==> src/rtl/lfsr_rand_range.sv <==
// rtl/lfsr_rand_range.sv - Galois LFSR random source with bounded draw port
module lfsr_rand_range #(
  parameter int              WIDTH     = 16,
  parameter logic [WIDTH-1:0] TAPS     = 16'hB400,
  parameter logic [WIDTH-1:0] SEED     = 16'hACE1,
  parameter int              OUT_W     = 6,
  parameter int              MAX_TRIES = 8
) (
  input  logic             clk,
  input  logic             rst,
  input  logic             en,
  input  logic             seed_load,
  input  logic [WIDTH-1:0] seed_in,
  input  logic             req,
  input  logic [OUT_W-1:0] limit,
  output logic             busy,
  output logic             valid,
  output logic [OUT_W-1:0] value,
  output logic [WIDTH-1:0] raw
);

  localparam int TRY_W = (MAX_TRIES > 1) ? $clog2(MAX_TRIES) : 1;
  localparam logic [TRY_W-1:0] LAST_TRY = TRY_W'(MAX_TRIES - 1);

  typedef enum logic [1:0] {
    IDLE   = 2'd0,
    DRAW   = 2'd1,
    REDUCE = 2'd2
  } state_t;

  state_t           state, state_next;
  logic [WIDTH-1:0] lfsr, lfsr_next, lfsr_step;
  logic [TRY_W-1:0] tries, tries_next;
  logic [OUT_W-1:0] lim, lim_next;
  logic [OUT_W-1:0] rem, rem_next;
  logic [OUT_W-1:0] value_next;
  logic             valid_next;
  logic [OUT_W:0]   limit_eff;
  logic [OUT_W-1:0] cand;

  // One Galois shift; the outgoing LSB decides whether the taps fold back in.
  always_comb begin
    lfsr_step = (lfsr >> 1) ^ (lfsr[0] ? TAPS : '0);
  end

  // Seed load wins over stepping; a zero seed is swapped for SEED to avoid lockup.
  always_comb begin
    lfsr_next = lfsr;
    if (seed_load) begin
      lfsr_next = (seed_in == '0) ? SEED : seed_in;
    end else if (en || (state == DRAW)) begin
      lfsr_next = lfsr_step;
    end
  end

  // Latched limit of zero stands for the full 2^OUT_W range.
  always_comb begin
    limit_eff = (lim == '0) ? {1'b1, {OUT_W{1'b0}}} : {1'b0, lim};
    cand      = lfsr[OUT_W-1:0];
  end

  // Draw FSM: rejection sampling on the pre-step state, then a subtract-based modulo.
  always_comb begin
    state_next = state;
    tries_next = tries;
    lim_next   = lim;
    rem_next   = rem;
    value_next = value;
    valid_next = 1'b0;
    unique case (state)
      IDLE: begin
        if (req) begin
          lim_next   = limit;
          tries_next = '0;
          state_next = DRAW;
        end
      end
      DRAW: begin
        if ({1'b0, cand} < limit_eff) begin
          value_next = cand;
          valid_next = 1'b1;
          state_next = IDLE;
        end else if (tries == LAST_TRY) begin
          rem_next   = cand;
          state_next = REDUCE;
        end else begin
          tries_next = tries + 1'b1;
        end
      end
      REDUCE: begin
        // limit_eff is below 2^OUT_W whenever rem can reach it, so the low bits suffice.
        if ({1'b0, rem} >= limit_eff) begin
          rem_next = rem - limit_eff[OUT_W-1:0];
        end else begin
          value_next = rem;
          valid_next = 1'b1;
          state_next = IDLE;
        end
      end
      default: begin
        state_next = IDLE;
      end
    endcase
  end

  // State and datapath registers; reset aborts any draw in flight.
  always_ff @(posedge clk or posedge rst) begin
    if (rst) begin
      state <= IDLE;
      lfsr  <= SEED;
      tries <= '0;
      lim   <= '0;
      rem   <= '0;
      value <= '0;
      valid <= 1'b0;
    end else begin
      state <= state_next;
      lfsr  <= lfsr_next;
      tries <= tries_next;
      lim   <= lim_next;
      rem   <= rem_next;
      value <= value_next;
      valid <= valid_next;
    end
  end

  assign busy = (state != IDLE);
  assign raw  = lfsr;

endmodule

==> config.mk <==
export PLATFORM = sky130hd
export DESIGN_NAME = lfsr_rand_range
export DESIGN_NICKNAME = d
export VERILOG_FILES = /design/src/rtl/lfsr_rand_range.sv
export SDC_FILE = /design/constraint.sdc
export NUM_CORES = 1
export LEC_CHECK = 0
export BUFFER_PORTS_ARGS = -buffer_cell sky130_fd_sc_hd__buf_2
export CAP_MARGIN = 40
export CORE_ASPECT_RATIO = 0.7
export CORE_MARGIN = 10
export CORE_UTILIZATION = 30
export DETAILED_ROUTE_END_ITERATION = 8
export SLEW_MARGIN = 0
export SYNTH_ARGS = -nofsm -noshare
export SYNTH_HDL_FRONTEND = slang
export SYNTH_SLANG_ARGS = --single-unit
==> constraint.sdc <==
create_clock -name clk -period 7 [get_ports clk]
set_input_delay 1.4 -clock clk [delete_from_list [all_inputs] [get_ports clk]]
set_output_delay 1.4 -clock clk [all_outputs]
set_load 0.01 [all_outputs]
==> results.ini <==
[sta]
drv_slew = 0
finalHoldWorstSlack_ns = 0.503
slew-limit-headroom = 0.444
hold_viol = 0
finalClockSkew_ns = 0.00767
setup_ws_ns = 4.31
fin_setup_tns_ns = 0
setup_violations = 0
timing.fmax_mhz = 372
period_share = 0.384
grt_setup_unrepaired = false
layout_min_cycle_time_ns = 2.69
worst_slew_pin_slew_ns = 0.831

[synthesis]
syn-cell-area_sq_mm = 0.00246
yosysSeqAreaShare = 0.411
synthArstFlopShare = 1.00
synthXorXnorAreaFrac = 0.0249
synth_top_family_by_area = multiplexers
syn_area_per_cell_sq_um = 10.7
synth_nets = 273
yosys.area_share.simple = 0.114
synth_fa_ha_area_frac = 0.0896
synth_mux_area_frac = 0.193
synth_edf_count = 0
ys_ff_latch = 40
ys_warn_count = 0
synthTopCellsByArea = dfrtp_1 33%, mux2_2 15%, dfstp_2 8.5%
netlist_instances = 229
ys.flop_type = dfrtp_1
synth_cell_type_count = 42
synth_top_area_share = 0.326
synth_top_cell_by_area = dfrtp_1
synth-compound-area-share = 0.123

[floorplanning]
fp.dieW_um = 128
io_pins = 51
dieHeight_um = 95.7
start_util = 0.311
rows = 27
core_area_sq_mm = 0.00791
dieArea_sq_mm = 0.0123

[cells_and_area]
num_antenna_cells = 0
layout-drive-gt1-share = 0.381
syn_to_final_growth_pct = 18.6
fin_nets = 321
final_util = 0.369
finalInstanceArea_sq_mm = 0.00292

[setup_path]
cp.arrival_ns = 1.29
path_max_fanout = 5
cp_slowest_cell = dfrtp_1
ff2ff_path_depth = 8
crit_chain = inv_1 -> ha_1 -> inv_1 -> buf_2
crit_type = reg -> out
path_depth = 4
rrSetupSlack_ns = 4.36
worstSetupStartpoint = state[0]
critPathLaunchType = flip-flop
r2r-end = rem[1]
end_kind = output port
crit_path_frequent_cell = inv_1
cp_top_family = flip-flops
cp-endpoint = busy
crit_buf_inv = 3
critPathMaxStageDelay_ns = 0.40
required_ns = 5.60
r2r_start = lim[3]

[clocking]
clock_latency_ns = 0.28
cts_root_buffer = clkbuf_16
htreeDepth = 2
cts_buffers = 5
cts_tree = yes
cts_hold_buf = 0
clock-sinks = 40
post_cts_resize_count = 0
cts_setup_buffers = 0
clk_pin_slew_ns = 0.06
clockBufferDepth = 2

[route]
wirelength_mm = 6.15
vias = 1856
vias_per_cell = 4.90
dr.pass1.iters = 4
drt_iter0_drc = 100
route.detailed.drc = 0
antenna_left = 0
wl_per_cell_um = 16.2

[place]
pre_cts_ws_ns = 4.16
dp_hpwl_mm = 4.76
port_buffers = 50
post_dp_cell_area_sq_mm = 0.00278
place_congestion = 0.816

[global_routing]
grt_antenna_before_repair = 0
grt_pass1_wl_mm = 10.1
grt.overflow.total = 0
grt_pass1_vias = 1919
grt_max_degree = 41
grt_usage = 0.102

[power]
p_leak_nw = 1.37
ir_drop_uv = 147
powerDensity_mw_per_mm2 = 436

[run]
max_cap_violations = 0

[outcome]
status = completed

[hold_path]
hp-class = reg -> reg

-- flip-flops by register name, indices dropped and copies added (netlist names) --
name and count:
value 6, state 2, raw 16, tries 3
rem 6, lim 6, valid 1
-- metrics by stage --
stage / cells / power [mW]
floorplan: 229 / 0.899
finish: 379 / 1.27
detailed placement: 371 / 1.06
global route: 379 / 1.39
CTS: 379 / 1.28
global placement: 371 / 1.04
-- power by group --
group | leakage (nW) | internal, mW | total, mW | switching, mW
sequential | 0.470 | 0.325 | 0.399 | 0.0740
combinational | 0.831 | 0.324 | 0.654 | 0.330
clock | 0.0679 | 0.132 | 0.219 | 0.0873
total | 1.37 | 0.780 | 1.27 | 0.491
-- worst min path at each step --
stage	start	to	slack (ns)	depth (start not counted)
6_report	value[1]	value[1]	0.50	1
5_1_grt	value[1]	value[1]	0.53	1
4_1_cts	value[1]	value[1]	0.51	1
3_5_place_dp	value[4]	value[4]	0.49	1
3_3_place_gp	value[3]	value[3]	0.49	1
2_1_floorplan	rem[3]	rem[3]	0.50	1
-- Yosys cell counts, types with 2 or more instances --
| cell type | count |
|---|---|
| dfrtp_1 | 32 |
| mux2_2 | 32 |
| nand2_1 | 19 |
| ha_1 | 16 |
| inv_1 | 12 |
| nor2_1 | 11 |
| o21ai_0 | 11 |
| mux2i_1 | 10 |
| a21oi_1 | 9 |
| dfstp_2 | 8 |
| o22a_1 | 8 |
| xnor2_1 | 6 |
| a31oi_1 | 5 |
| clkbuf_1 | 5 |
| nand3_1 | 4 |
| nor4_1 | 4 |
| and3_1 | 3 |
| buf_6 | 3 |
| nand2b_1 | 3 |
| a21o_1 | 2 |
| and3_2 | 2 |
| nand4_1 | 2 |
| nor2b_1 | 2 |
| or2_2 | 2 |
-- logic make-up (layout without fill, tap and decap cells) --
logic type	after synthesis	after routing
AO/OA/AOI/OAI	44	44
multiplexers	43	43
flip-flops	40	40
adder cells (fa/ha/maj)	17	17
AND/OR/NAND/NOR	56	56
buffers and inverters	22	71
XOR/XNOR	7	7
-- final cells by class --
class	count	area (sq um)
inverters	12	45.0
well taps	101	126
repair buffers	51	258
fillers	813	4990
clock inverters	1	5.00
multi-input cells	167	1340
flip-flops and latches	40	1010
clock buffers	7	133
-- cell usage in the layout (no fill, tap or decap), drive strengths merged --
cell / Yosys / final
nor2: 11 / 11
or2: 2 / 2
buf: 5 / 51
inv: 12 / 12
clkbuf: 5 / 7
a221o: 1 / 1
a22o: 1 / 1
mux2i: 10 / 10
a21oi: 9 / 9
nand4: 2 / 2
ha: 16 / 16
nand3b: 1 / 1
fa: 1 / 1
nand3: 4 / 4
and3: 5 / 5
nand2b: 3 / 3
o22a: 8 / 8
nor2b: 3 / 3
dfstp: 8 / 8
o21ai: 12 / 12
nor3: 1 / 1
o21a: 1 / 1
nand2: 19 / 19
a221oi: 2 / 2
or3: 1 / 1
a41oi: 1 / 1
a21o: 3 / 3
dfrtp: 32 / 32
nor4: 4 / 4
o221ai: 1 / 1
xor2: 1 / 1
xnor2: 6 / 6
a31oi: 5 / 5
mux2: 33 / 33
clkinv: 0 / 1
-- metal layers --
| layer | global-route usage | up-vias | share of wire |
|---|---|---|---|
| li1 | - | 925 | - |
| met1 | 0.143 | 892 | 0.51 |
| met2 | 0.150 | 35 | 0.43 |
| met3 | 0.0324 | 4 | 0.050 |
| met4 | 0.0168 | 0 | 0.0046 |
| met5 | 0 | - | 0 |
Note: power is estimated with default switching activity, not from simulation.
